<file path="src/rtl/seg7_pkg.sv">
// Shared constants for the 7-segment display path: active-low glyphs
// in {g,f,e,d,c,b,a} order and the digit-select state encodings.
package seg7_pkg;

    localparam logic [6:0] SEG_BLANK = 7'b1111111;
    localparam logic [6:0] SEG_DASH  = 7'b0111111;

    localparam logic [6:0] SEG_0 = 7'b1000000;
    localparam logic [6:0] SEG_1 = 7'b1111001;
    localparam logic [6:0] SEG_2 = 7'b0100100;
    localparam logic [6:0] SEG_3 = 7'b0110000;
    localparam logic [6:0] SEG_4 = 7'b0011001;
    localparam logic [6:0] SEG_5 = 7'b0010010;
    localparam logic [6:0] SEG_6 = 7'b0000010;
    localparam logic [6:0] SEG_7 = 7'b1111000;
    localparam logic [6:0] SEG_8 = 7'b0000000;
    localparam logic [6:0] SEG_9 = 7'b0010000;

    localparam logic [3:0] AN_OFF = 4'b1111;

    typedef enum logic [1:0] {
        SEL_ONES     = 2'd0,
        SEL_TENS     = 2'd1,
        SEL_HUNDREDS = 2'd2,
        SEL_INVALID  = 2'd3
    } sel_e;

endpackage

</file>
<file path="src/rtl/seg7_decode.sv">
// Combinational BCD to active-low 7-segment decoder; non-BCD codes
// render as a dash so upstream conversion faults stay visible.
module seg7_decode
    import seg7_pkg::*;
(
    input  logic [3:0] value,
    output logic [6:0] seg
);

    always_comb begin
        seg = SEG_DASH;
        case (value)
            4'd0:    seg = SEG_0;
            4'd1:    seg = SEG_1;
            4'd2:    seg = SEG_2;
            4'd3:    seg = SEG_3;
            4'd4:    seg = SEG_4;
            4'd5:    seg = SEG_5;
            4'd6:    seg = SEG_6;
            4'd7:    seg = SEG_7;
            4'd8:    seg = SEG_8;
            4'd9:    seg = SEG_9;
            default: seg = SEG_DASH;
        endcase
    end

endmodule

</file>
<file path="src/rtl/bcd_display_scan.sv">
// Three-digit multiplexed 7-segment driver: shadows the BCD digits,
// scans ones/tens/hundreds at a prescaled rate, blanks leading zeros.
module bcd_display_scan
    import seg7_pkg::*;
#(
    parameter int REFRESH_DIV = 100000
) (
    input  logic       clk,
    input  logic       rst,
    input  logic       load,
    input  logic [3:0] hundreds,
    input  logic [3:0] tens,
    input  logic [3:0] ones,
    input  logic       blank_lz,
    output logic [3:0] an,
    output logic [6:0] seg,
    output logic       dp
);

    localparam int CNT_W = $clog2(REFRESH_DIV);
    localparam logic [CNT_W-1:0] CNT_LAST = CNT_W'(REFRESH_DIV - 1);

    logic [CNT_W-1:0] cnt_p0;
    logic             tick;
    logic [3:0]       hund_p0;
    logic [3:0]       tens_p0;
    logic [3:0]       ones_p0;
    sel_e             sel_p0;
    sel_e             sel_next;
    logic [3:0]       digit;
    logic             blank;
    logic [6:0]       glyph;
    logic [3:0]       an_next;
    logic [3:0]       an_p1;
    logic [6:0]       seg_p1;

    // Stage p0: shadow digits, prescaler and select state
    always_ff @(posedge clk) begin
        if (rst) begin
            hund_p0 <= 4'd0;
            tens_p0 <= 4'd0;
            ones_p0 <= 4'd0;
        end else if (load) begin
            hund_p0 <= hundreds;
            tens_p0 <= tens;
            ones_p0 <= ones;
        end
    end

    always_ff @(posedge clk) begin
        if (rst || tick) begin
            cnt_p0 <= '0;
        end else begin
            cnt_p0 <= cnt_p0 + CNT_W'(1);
        end
    end

    assign tick = (cnt_p0 == CNT_LAST);

    always_ff @(posedge clk) begin
        if (rst) begin
            sel_p0 <= SEL_ONES;
        end else begin
            sel_p0 <= sel_next;
        end
    end

    always_comb begin
        sel_next = sel_p0;
        case (sel_p0)
            SEL_ONES:     if (tick) sel_next = SEL_TENS;
            SEL_TENS:     if (tick) sel_next = SEL_HUNDREDS;
            SEL_HUNDREDS: if (tick) sel_next = SEL_ONES;
            default:      sel_next = SEL_ONES;
        endcase
    end

    // The unreachable select code keeps the display dark for its one cycle
    always_comb begin
        an_next = AN_OFF;
        digit   = ones_p0;
        blank   = 1'b0;
        case (sel_p0)
            SEL_ONES: begin
                an_next = 4'b1110;
            end
            SEL_TENS: begin
                an_next = 4'b1101;
                digit   = tens_p0;
                blank   = blank_lz && (hund_p0 == 4'd0) && (tens_p0 == 4'd0);
            end
            SEL_HUNDREDS: begin
                an_next = 4'b1011;
                digit   = hund_p0;
                blank   = blank_lz && (hund_p0 == 4'd0);
            end
            default: begin
                an_next = AN_OFF;
                blank   = 1'b1;
            end
        endcase
    end

    seg7_decode u_decode (
        .value (digit),
        .seg   (glyph)
    );

    // Stage p1: registered anode and segment drive
    always_ff @(posedge clk) begin
        if (rst) begin
            an_p1  <= AN_OFF;
            seg_p1 <= SEG_BLANK;
        end else begin
            an_p1  <= an_next;
            seg_p1 <= blank ? SEG_BLANK : glyph;
        end
    end

    assign an  = an_p1;
    assign seg = seg_p1;
    assign dp  = 1'b1;

endmodule

</file>
<file path="config.mk">
export PLATFORM = sky130hd
export DESIGN_NAME = bcd_display_scan
export DESIGN_NICKNAME = d
export VERILOG_FILES = /design/src/rtl/seg7_pkg.sv /design/src/rtl/seg7_decode.sv /design/src/rtl/bcd_display_scan.sv
export SDC_FILE = /design/constraint.sdc
export NUM_CORES = 1
export LEC_CHECK = 0
export ABC_AREA = 1
export BUFFER_PORTS_ARGS = -buffer_cell sky130_fd_sc_hd__buf_2
export CAP_MARGIN = 40
export CORE_AREA = 2 2 75 77
export CTS_BUF_LIST = sky130_fd_sc_hd__clkbuf_4 sky130_fd_sc_hd__clkbuf_8
export CTS_CLUSTER_DIAMETER = 60
export CTS_CLUSTER_SIZE = 12
export DETAILED_ROUTE_END_ITERATION = 12
export DIE_AREA = 0 0 77 79
export GPL_TIMING_DRIVEN = 0
export PLACE_DENSITY = 0.72
export REMOVE_ABC_BUFFERS = 1
export SLEW_MARGIN = 20
export SYNTH_ARGS = -nofsm -noshare
export SYNTH_HDL_FRONTEND = slang
export SYNTH_SLANG_ARGS = --single-unit
</file>
<file path="constraint.sdc">
create_clock -name clk -period 1.62 [get_ports clk]
set_input_delay 0.324 -clock clk [delete_from_list [all_inputs] [get_ports clk]]
set_output_delay 0.324 -clock clk [all_outputs]
set_load 0.005 [all_outputs]
</file>
# Word-level counts from Yosys, hierarchy flattened
# Memories as Yosys holds them, arrays and structs flattened. A register that Yosys moved wholly into a read port is not among the register bits.
# Cells that the tools add are included.
[totals]
n_memories = 1
output_inout_bits = 12
rom_bits = 112
latchBits = 0
word_cells = 29
ram_bits = 0
reg_bits = 35
[classes]
reduce_logical = 8
bitwise = 0
muxes = 7
multipliers = 0
eq_ne = 6
add_sub_neg = 1
div = 0
magnitude_cmp = 0
shifts = 0
[memory_table]
columns = ["memory", "words", "width", "rd", "rd_ports_with_merged_regs", "write_ports", "line_no", "rtl"]
rows = [
  ["(name not given)", 16, 7, 1, 1, 0, "seg7_decode.sv:12", "case (value)"],
]
[ops]
columns = ["operator", "n"]
rows = [
  ["17-bit by 1-bit adder with 17-bit output, second input constant", 1],
  ["17-bit equality test, second input constant", 1],
  ["3-bit one-hot mux with 3 select lines", 1],
  ["4-bit zero test", 2],
  ["4-bit one-hot mux with 2 select lines", 1],
  ["2-bit two-way mux", 3],
  ["2-bit inequality test, second input constant", 3],
  ["2-bit one-hot mux with 3 select lines", 1],
  ["1-bit one-hot mux with 3 select lines", 1],
  ["3-bit AND reduction", 1],
  ["2-bit by 1-bit equality test with 1-bit output, second input constant", 1],
  ["2-bit equality test, second input constant", 1],
  ["1-bit logical AND", 2],
  ["2-bit zero test", 1],
  ["2-bit OR reduction", 1],
  ["1-bit logical OR", 1],
]

# Logic depth before layout (Yosys ltp)
# Gate-level depths: netlist of run 1.
[depth]
ltp_word = 5
ltp_mapped = 12
depth_no_buf = 12

# Hierarchy
# A second synthesis of run 1 with hierarchy kept.
[hier_totals]
hier_cells = 284
hier_area_um2 = 2058.2
[by_module_without_submodules]
columns = ["module", "area_each_um2", "instances", "cells_each"]
rows = [
  ["bcd_display_scan", 1871.8, 1, 249],
  ["seg7_decode", 186.4, 1, 35],
]

# Least setup slack after synthesis of run 1
# No wires, ideal clock.
[synth_path]
path_kind = "register to register"
startpoint = "register sel_p0[0]"
endpoint = "register seg_p1[3] (netlist: seg[3])"
stages_incl_launch_ff = 10
path_buffers = 0
period_less_slack_ns = 1.799
setup_slack_ns = -0.179
arrival_time_ns = 1.741
cell_sequence = "dfxtp_1 > inv_1 > ha_1 > inv_2 > o21ai_2 > ha_1 > or2_0 > nand2_1 > nand2_1 > nand2_1"
[synth_via]
elab_chain_len = 3
word_cells_on_any_way = 6
classes_between = "2 x eq/ne; 2 x mux; 2 x reduce/logical"
[synth_rtl]
columns = ["item", "line_no", "rtl"]
rows = [
  ["from (decl)", "bcd_display_scan.sv:28", "sel_e sel_p0;"],
  ["from (signal assigned)", "bcd_display_scan.sv:64", "sel_p0 <= sel_next;"],
  ["2-bit equality test (tied with other cells)", "bcd_display_scan.sv:83", "case (sel_p0)"],
  ["1-bit one-hot mux with 3 select lines", "bcd_display_scan.sv:83", ""],
  ["2-bit OR reduction (no source line)", "n/a", ""],
  ["to (decl)", "bcd_display_scan.sv:35", "logic [6:0] seg_p1;"],
]
# Parallel ways exist; a longest one is shown, timed or not.
# A chain may end at the register's enable or synchronous reset.

# Worst setup path after layout of run 1
# Ends and elaborated chain as after synthesis.

==> metrics, run 1 <==
status finished, violations left; failing checks setup timing; Vias/cell 4.72; NumNets Final ~350; First DRT Iteration DRCs between 100 and 150; CP peak stage delay around 400 ps; Hold Crit Start hundreds[3]; # diodes 0; DRT antenna net count 0; clk sinks 41; # port buffers 25; # hold bufs at CTS 0; Pre-antenna DRT Iters 4; Distinct cells, synth 29; Finish-stage setup viols 3; Core Region around 5300 um2; DR vias 1889; R2R cell count 9; number of max-cap violations 0; crit share post-route 108%; layout cells sized above 1 between 20% and 30%; most frequent CP cell nand2_1; most frequent cells in the layout nand2_1 (65), dfxtp_1 (39), inv_1 (30); type of the worst setup path register to register; cts bufs inserted 5; clock slew at reported path FFs approximately 90 ps; die width between 70 and 80 um; setup ws final -122 ps; insertion delay to the later sink of the worst-skew pair 300 ps; fillers about 530; RD Place Congestion ~0.83; min Tclk post-route between 1500 and 2000 ps; P per Cell Area 856 nW/um2; initial antenna violation count 0; Die Area between 6000 and 7000 um2; Final Hold Violating Endpoints 0; Worst Hold Path EP hund_p0[3]; f_max about 570 MHz; final WL roughly 4600 um; drc violations 0; GRT Residual Overflow 0; Worst Skew about 9.2 ps; r2r startpoint sel_p0[0]; Die Span Y roughly 79 um; vias in the first global route approximately 1800; CTS tree built; Final Util about 50%; mapped cell area 2070 um2; Global Route Usage Sum 15.1%; worst path required time around 1900 ps; first-pass GRT wire length 7580 um; cell count after synthesis between 200 and 300; CP Cell Sequence inv_6 -> ha_4 -> inv_6 -> o21ai_4 -> ha_1 -> or2_0 -> nand2_1 -> nand2_1 -> nand2_1; area grow syn2layout 28.3%; placed cells ~380; yosys synthesis warning count 0; final non-filler cell total 400; DR WL/cell approximately 11 um; post-DP HPWL approximately 2800 um; Worst R2R End seg[3]; CTS max path bufs 2; pin count of the biggest net entering global routing 19; worst slack at placement -394 ps; #FFs+latches synth just over 40; CTS H-tree depth 2; row count 27; Ports 28; Hold Crit Class primary input to register; peak fanout along the critical path 5; endpoint class of the critical path register; Worst R2R Setup Slack -120 ps; post-synthesis sequential area ratio about two fifths; VDD IR max ~0.6 mV; LEAKAGE roughly 0.0011 uW; Worst EP arrival 1990 ps; Critical Path Slowest Stage Cell dfxtp_4; Avg Inst Size Synth ~7.3 um2; Max Transition Viols Final 0; slew at the pin closest to its max-slew limit a little over 600 ps; Starting Density 38.7%; RSZ-0062 raised after global routing yes; Clk Tree Root Cell clkbuf_8; startpoint types register; Slew HR ~59%; commonest non-fill, non-tap cell in the layout nand2_1; worst hold path cell count 3
[synth_stat cells (all sizes together)]
cell type  count  area [um2]
a21oi         16        91.3
buf            3        35.0
clkbuf         2        7.51
conb           1        3.75
dfxtp         41         821
ha            11         138
inv           38         143
nand2         73         287
nand3         20         118
nand4          4        25.0
nor2          39         181
nor3           8        51.3
o21ai         19         103
or2            3        18.8
xnor2          1        8.76
xor2           4        35.0
[area by class of cell]
class	instances	area, um2	share of cell area [%]
Clock buffer	5	68.8	2.60
Clock inverter	3	65.1	2.45
Inverter	38	158	5.95
Multi-Input combinational cell	200	1180	44.6
Sequential cell	41	828	31.2
Tap cell	72	90.1	3.40
Timing Repair Buffer	41	258	9.72
[sequential cells by signal, indices dropped and copies added, names as in the netlist]
register and count:
an 3, cnt_p0 17, hund_p0 4, ones_p0 4, seg 7, sel_p0 2, tens_p0 4
[cell families after synthesis]
kind of cell               share of synthesized area [%]
and+or+nand+nor                                     33.0
buffers and inverters                               8.96
DFF                                                 39.7
AOI/OAI and AO/OA                                   9.39
adders and majority gates                           6.66
xor gates and xnor gates                            2.12
other                                              0.182
[per-stage QoR]
step                      area (um2)  hold WS (ps)  TNS (ps)  power [uW]
after floorplan                 2030           428      -517        1210
after global placement          2240           441     -1780        1260
after global routing            2650           243      -562        2360
final                           2650           246      -171        2270
after CTS                       2570           245     -63.9        2260
after detailed placement        2240           448     -1830        1270
[how the worst max path moves through the flow]
stage,to,start,slack (ps)
after floorplan,seg[3],sel_p0[0],-180
after global placement,seg[3],sel_p0[0],-380
after detailed placement,seg[3],sel_p0[0],-390
after CTS,seg[3],sel_p0[0],-40
after global routing,seg[3],sel_p0[0],-180
final,seg[3],sel_p0[0],-120
[routing by layer]
metal  GRT usage, %  part of all wire [%]  vias to the layer above
met1           17.0                    43                      848
met2           27.4                    49                       56
met5              0                     0                        -
met3           4.43                   4.9                       13
li1               -                     -                      972
met4           5.18                   2.7                        0
[timing repair]
item                                    in CTS  in global routing
endpoints found under the setup margin       7                  9
setup buffers                               11                  5
gates resized for setup                     27                 10
gates cloned                                 0                  0
pin swaps                                    8                  4
[worst max-delay path: cells and delay by family, from the launching register on]
family | cells | cell delay (ps)
buffers and inverters | 2 | 110
AO/OA/AOI/OAI | 1 | 180
AND/OR/NAND/NOR | 4 | 420
adder cells (fa/ha/maj) | 2 | 600
flip-flops | 1 | 390
[where the power goes]
group          switching, uW  total (uW)  internal, uW
Sequential              20.5        1070          1050
Combinational            120         212          91.6
Clock                    374         986           612
Total                    515        2270          1750
Power figures use the tool's default switching activity.
==> inputs of run 2 (changes only) <==
--- a/config.mk
+++ b/config.mk
@@ -8,15 +8,16 @@
 export ABC_AREA = 1
 export BUFFER_PORTS_ARGS = -buffer_cell sky130_fd_sc_hd__buf_2
 export CAP_MARGIN = 40
-export CORE_AREA = 2 2 75 77
+export CELL_PAD_IN_SITES_DETAIL_PLACEMENT = 1
+export CELL_PAD_IN_SITES_GLOBAL_PLACEMENT = 2
+export CORE_AREA = 2 2 86 88
 export CTS_BUF_LIST = sky130_fd_sc_hd__clkbuf_4 sky130_fd_sc_hd__clkbuf_8
 export CTS_CLUSTER_DIAMETER = 60
 export CTS_CLUSTER_SIZE = 12
 export DETAILED_ROUTE_END_ITERATION = 12
-export DIE_AREA = 0 0 77 79
+export DIE_AREA = 0 0 88 90
 export GPL_TIMING_DRIVEN = 0
-export PLACE_DENSITY = 0.72
-export REMOVE_ABC_BUFFERS = 1
+export PLACE_DENSITY = 0.88
 export SLEW_MARGIN = 20
 export SYNTH_ARGS = -nofsm -noshare
 export SYNTH_HDL_FRONTEND = slang
==> run 2 against run 1 <==
Net effect: total power is 14% lower; worst hold slack better by 2.9 ps; highest routed layer unchanged; the flow still finishes with violations (setup timing); sequential power hardly changed; fmax is 3.8% higher.
==> metrics, run 2 (synthesized netlist as in run 1, its figures left out) <==
CTS H-tree depth 2; LEAKAGE approximately 0.0011 uW; Starting Density 29.4%; layout cells sized above 1 29.5%; Critical Path Source sel_p0[0]; DRT antenna net count 0; NumNets Final 358; first-pass GRT wire length a little under 9000 um; Worst R2R End seg[5]; Die Span Y 90 um; P per Cell Area ~740 nW/um2; failing checks setup timing; CTS tree built; f_max 596 MHz; type of the worst setup path register to register; Pre-antenna DRT Iters 4; Max Transition Viols Final 0; R2R cell count 9; worst path buffer plus inverter count 2; Worst EP arrival 1860 ps; clk sinks 41; worst path required time between 1500 and 2000 ps; number of max-cap violations 0; Hold Slack about 250 ps; insertion delay to the later sink of the worst-skew pair between 200 and 300 ps; Finish-stage setup viols 4; Hold Crit Class primary input to register; Worst Skew approximately 4.7 ps; DR vias about 1900; area grow syn2layout 27.2%; CP Cell Sequence inv_4 -> ha_4 -> nand3_2 -> o21ai_4 -> inv_2 -> ha_2 -> or2_1 -> nand3_1 -> nand2_1; final WL roughly 5000 um; crit share post-route 104%; die width between 80 and 90 um; r2r startpoint sel_p0[0]; clock slew at reported path FFs approximately 80 ps; startpoint types register; GRT Residual Overflow 0; endpoint class of the critical path register; initial antenna violation count 0; most frequent cells in the layout nand2_1 (64), dfxtp_1 (39), inv_1 (29); First DRT Iteration DRCs 44; Final Hold Violating Endpoints 0; Stages on worst setup path 9; VDD IR max 0.319 mV; row count 31; DR WL/cell 11.6 um; Core Region 7020 um2; # port buffers 25; CP endpoint seg[5]; Ports 28; Worst R2R Setup Slack -60 ps; RD Place Congestion 0.783; setup ws final -58.0 ps; register with the most flip-flops cnt_p0; peak fanout along the critical path 5; vias in the first global route 1936; RSZ-0062 raised after global routing yes; cts bufs inserted 5; Critical Path Slowest Stage Cell dfxtp_4; drc violations 0; post-DP HPWL 3650 um; CTS max path bufs 2; pin count of the biggest net entering global routing 13; Vias/cell 4.34; commonest non-fill, non-tap cell in the layout nand2_1; Global Route Usage Sum between 10% and 20%; cell family with most CP delay adder cells; Die Area 7920 um2; # diodes 0; status finished, violations left; CP peak stage delay between 300 and 400 ps; Pwr Total approximately 2000 uW; Largest register FFs 17; min Tclk post-route roughly 1700 ps; Clk Tree Root Cell clkbuf_8
-- run 2: cell types whose count changed in the layout (fill, tap and decap cells not counted), moves of 2 or more --
| cell | change |
|---|---|
| buf_6 | +2 |
| bufinv_16 | -2 |
| clkbuf_1 | +2 |
| inv_4 | +2 |
| inv_6 | -2 |
| nand2_2 | +3 |
| nand3_2 | +2 |
| nand3_4 | -2 |
-- run 2: power by group --
part	leakage [uW]	switching (uW)	total, uW	internal, uW
Sequential	0.000339	22.2	1070	1050
Combinational	0.000731	120	213	93.1
Clock	0.0000484	356	672	316
Total	0.00112	498	1960	1460
-- run 2: repair_timing --
action                     4_1_cts  5_1_grt
setup endpoints to repair        6        8
gates resized for setup         19        4
hold buffers                     0        0
cloned                           0        0
buffers inserted                14        1
pin swaps                       10        1
-- run 2: cell type report --
class / count / area [um2]
buffer: 5 / 42.5
clock buffer: 6 / 76.3
clock inverter: 2 / 10.0
fill: 885 / 4390
inverter: 38 / 153
multi-input combinational: 200 / 1150
sequential: 41 / 828
tap: 99 / 124
timing repair buffer: 40 / 245
-- run 2: worst register-to-register path, cell delays in order, from the launching register on --
cell	delay (ps)
dfxtp_4	370
inv_4	60
ha_4	320
nand3_2	100
o21ai_4	100
inv_2	90
ha_2	180
or2_1	200
nand3_1	90
nand2_1	60
-- run 2: worst min-delay path by stage --
stage,startpoint,end,cells past startpoint
CTS,ones[3],ones_p0[3],3
global placement,cnt_p0[0],cnt_p0[0],1
global route,ones[3],ones_p0[3],3
floorplan,cnt_p0[0],cnt_p0[0],1
detailed placement,ones_p0[2],ones_p0[2],2
finish,ones[3],ones_p0[3],3
-- run 2: per-layer routing --
| layer | global-route usage (%) | vias up | routed length, um |
|---|---|---|---|
| li1 | - | 983 | - |
| met1 | 15.9 | 858 | 2100 |
| met2 | 24.9 | 25 | 2660 |
| met3 | 3.21 | 6 | 173 |
| met4 | 3.46 | 0 | 60 |
| met5 | 0 | - | 0 |
-- run 2: through the flow --
stage	cells	instance area (um2)	setup WS (ps)	util (%)	TNS [ps]
final	431	2630	-58.0	37.4	-99.1
after floorplan	284	2100	7.59	-	0
after global routing	431	2630	-134	37.4	-675
after global placement	408	2350	-179	33.4	-474
after CTS	430	2610	-43.1	37.2	-107
after detailed placement	408	2350	-194	33.4	-596
==> inputs of run 3 (changes only) <==
--- a/config.mk
+++ b/config.mk
@@ -21,4 +21,5 @@
 export SLEW_MARGIN = 20
 export SYNTH_ARGS = -nofsm -noshare
 export SYNTH_HDL_FRONTEND = slang
+export SYNTH_HIERARCHICAL = 1
 export SYNTH_SLANG_ARGS = --single-unit
==> run 3 against run 2 <==
Net effect: the run still ends with setup timing left; cell area increased by 2.1%; clock power rose by 4.0%; worst hold slack got worse by 61 ps; critical endpoint is now seg[3]; largest power group unchanged.
==> metrics, run 3 <==
Critical Path Source sel_p0[0]; Hold Slack approximately 190 ps; status finished, violations left; Worst R2R End seg[3]; Core Region about 7000 um2; worst path required time about 1800 ps; ys flop type dfxtp_1; cts bufs inserted 5; CTS max path bufs 2; Worst Skew about 7.9 ps; vias in the first global route around 1900; register with the most flip-flops cnt_p0; # diodes 0; crit share post-route 114%; Worst EP arrival a little over 2000 ps; first-pass GRT wire length ~8500 um; R2R cell count 11; Worst R2R Setup Slack -220 ps; CTS tree built; row count 31; CP peak stage delay 370 ps; DR vias 1878; Starting Density 29.3%; number of max-cap violations 0; clock slew at reported path FFs 80 ps; Max Transition Viols Final 0; CP Cell Sequence inv_4 -> ha_4 -> nor2_4 -> a31oi_4 -> inv_4 -> ha_4 -> nand2_2 -> nand3_2 -> nand2_1 -> inv_1 -> nand4_1; cell count after synthesis ~280; design area approximately 2700 um2; setup TNS -1160 ps; # port buffers 25; P per Cell Area roughly 870 nW/um2; f_max 542 MHz; post-synthesis sequential area ratio between 30 and 40%; Distinct cells, synth 30; die width between 80 and 90 um; final non-filler cell total roughly 430; post-placement cell area between 2000 and 2500 um2; Critical Path Slowest Stage Cell ha_4; insertion delay to the later sink of the worst-skew pair 300 ps; DR WL/cell ~12 um; VDD IR max approximately 0.30 mV; Stages on worst setup path 11; worst path buffer plus inverter count 3; DRT antenna net count 0; Pre-antenna DRT Iters 4; RSZ-0062 raised after global routing yes; failing checks setup timing; Global Route Usage Sum about an eighth; Final Util 38.2%; #FFs+latches synth 41; post-DP HPWL 3660 um; initial antenna violation count 0; yosys synthesis warning count 6; Finish-stage setup viols 7; placed cells 409; Clk Tree Root Cell clkbuf_8; Ports 28; commonest non-fill, non-tap cell in the layout nand2_1; area grow syn2layout 30.4%; Die Span Y ~90 um; endpoint class of the critical path register; LEAKAGE 0.00111 uW; CTS H-tree depth 2; Die Area roughly 7900 um2; Final Hold Violating Endpoints 0; layout cells sized above 1 a little under a third; most frequent cell after synthesis nand2_1; Vias/cell approximately 4.4; mapped cell area slightly above 2000 um2; asr flop ratio synth 0%; Avg Inst Size Synth roughly 7.2 um2; cell taking the most area after synthesis dfxtp_1; number of synthesized flops with an enable pin 0; min Tclk post-route about 1800 ps; Worst Hold Path EP sel_p0[1]; Hold Crit Start rst; cell family with most CP delay adder cells; Hold Crit Class primary input to register; most frequent cells in the layout nand2_1 (45), nor2_1 (44), dfxtp_1 (39); First DRT Iteration DRCs 64; pin count of the biggest net entering global routing 14; peak fanout along the critical path 8; largest cells by area after synthesis dfxtp_1 (40%), nand2_1 (8.9%), nor2_1 (8.8%); clk sinks ~40; post-synth top area share between 30% and 40%; Largest register FFs 17; type of the worst setup path register to register; r2r startpoint sel_p0[0]; drc violations 0; GRT Residual Overflow 0; final WL 5110 um; startpoint types register; Synth top cells by count nand2_1 (49), nor2_1 (48), dfxtp_1 (41); worst hold path cell count 2; RD Place Congestion about 0.78; NumNets Final 357; setup ws final -224 ps
run 3: cell types whose count changed in the layout (fill, tap and decap cells not counted), moves of 3 or more:
cell     change
nand2_1     -19
a31oi_4      +3
nor2_1      +17
nand4_1      +4
a21oi_1      -7
run 3: kinds of logic after synthesis:
family,after synthesis,share of synthesized area [%]
flip-flops,41,39.9
adder cells (fa/ha/maj),13,7.90
buffers and inverters,49,10.1
XOR/XNOR,6,2.55
other,1,0.182
AND/OR/NAND/NOR,146,31.8
AO/OA/AOI/OAI,28,7.60
run 3: final cells by class:
type / instances / area, um2
fillers: 884 / 4340
multi-input cells: 195 / 1210
flip-flops and latches: 41 / 826
repair buffers: 37 / 219
inverters: 41 / 164
well taps: 99 / 124
clock buffers: 6 / 76.3
plain buffers: 7 / 50.0
clock inverters: 2 / 15.0
run 3: routing by layer:
layer / up-vias / wire length [um] / global-route usage [%]
met1: 865 / 2420 / 16.8
met4: 0 / 110 / 6.03
met2: 29 / 2420 / 21.3
met5: - / 0 / 0
met3: 10 / 161 / 2.94
li1: 974 / - / -
run 3: stage by stage:
stage                     total power, uW  setup WS, ps
after floorplan                      1440          -178
after detailed placement             1580          -370
after global placement               1560          -323
after CTS                            2300          -201
after global routing                 2470          -330
final                                2340          -224
run 3: worst max path at each step:
stage / to / slack (ps)
after global placement: seg[3] / -320
after floorplan: seg[3] / -180
after global routing: seg[0] / -330
final: seg[3] / -220
after CTS: seg[3] / -200
after detailed placement: seg[3] / -370
run 3: power by group:
| part | internal (uW) | switching (uW) | total [uW] | leakage, uW |
|---|---|---|---|---|
| Sequential | 1070 | 28.8 | 1100 | 0.000338 |
| Clock | 320 | 378 | 699 | 0.0000408 |
| Combinational | 241 | 296 | 537 | 0.000730 |
run 3: worst register-to-register path: stages (launching register included):
cell	delay [ps]
dfxtp_2	360
inv_4	60
ha_4	370
nor2_4	50
a31oi_4	210
inv_4	90
ha_4	270
nand2_2	60
nand3_2	70
nand2_1	40
inv_1	50
nand4_1	80
run 3: timing repair:
action,CTS,global route
resized for setup,8,21
gates cloned,0,0
pin swaps,1,5
hold buffers,0,0
setup buffers,9,3
setup endpoints to repair,7,17
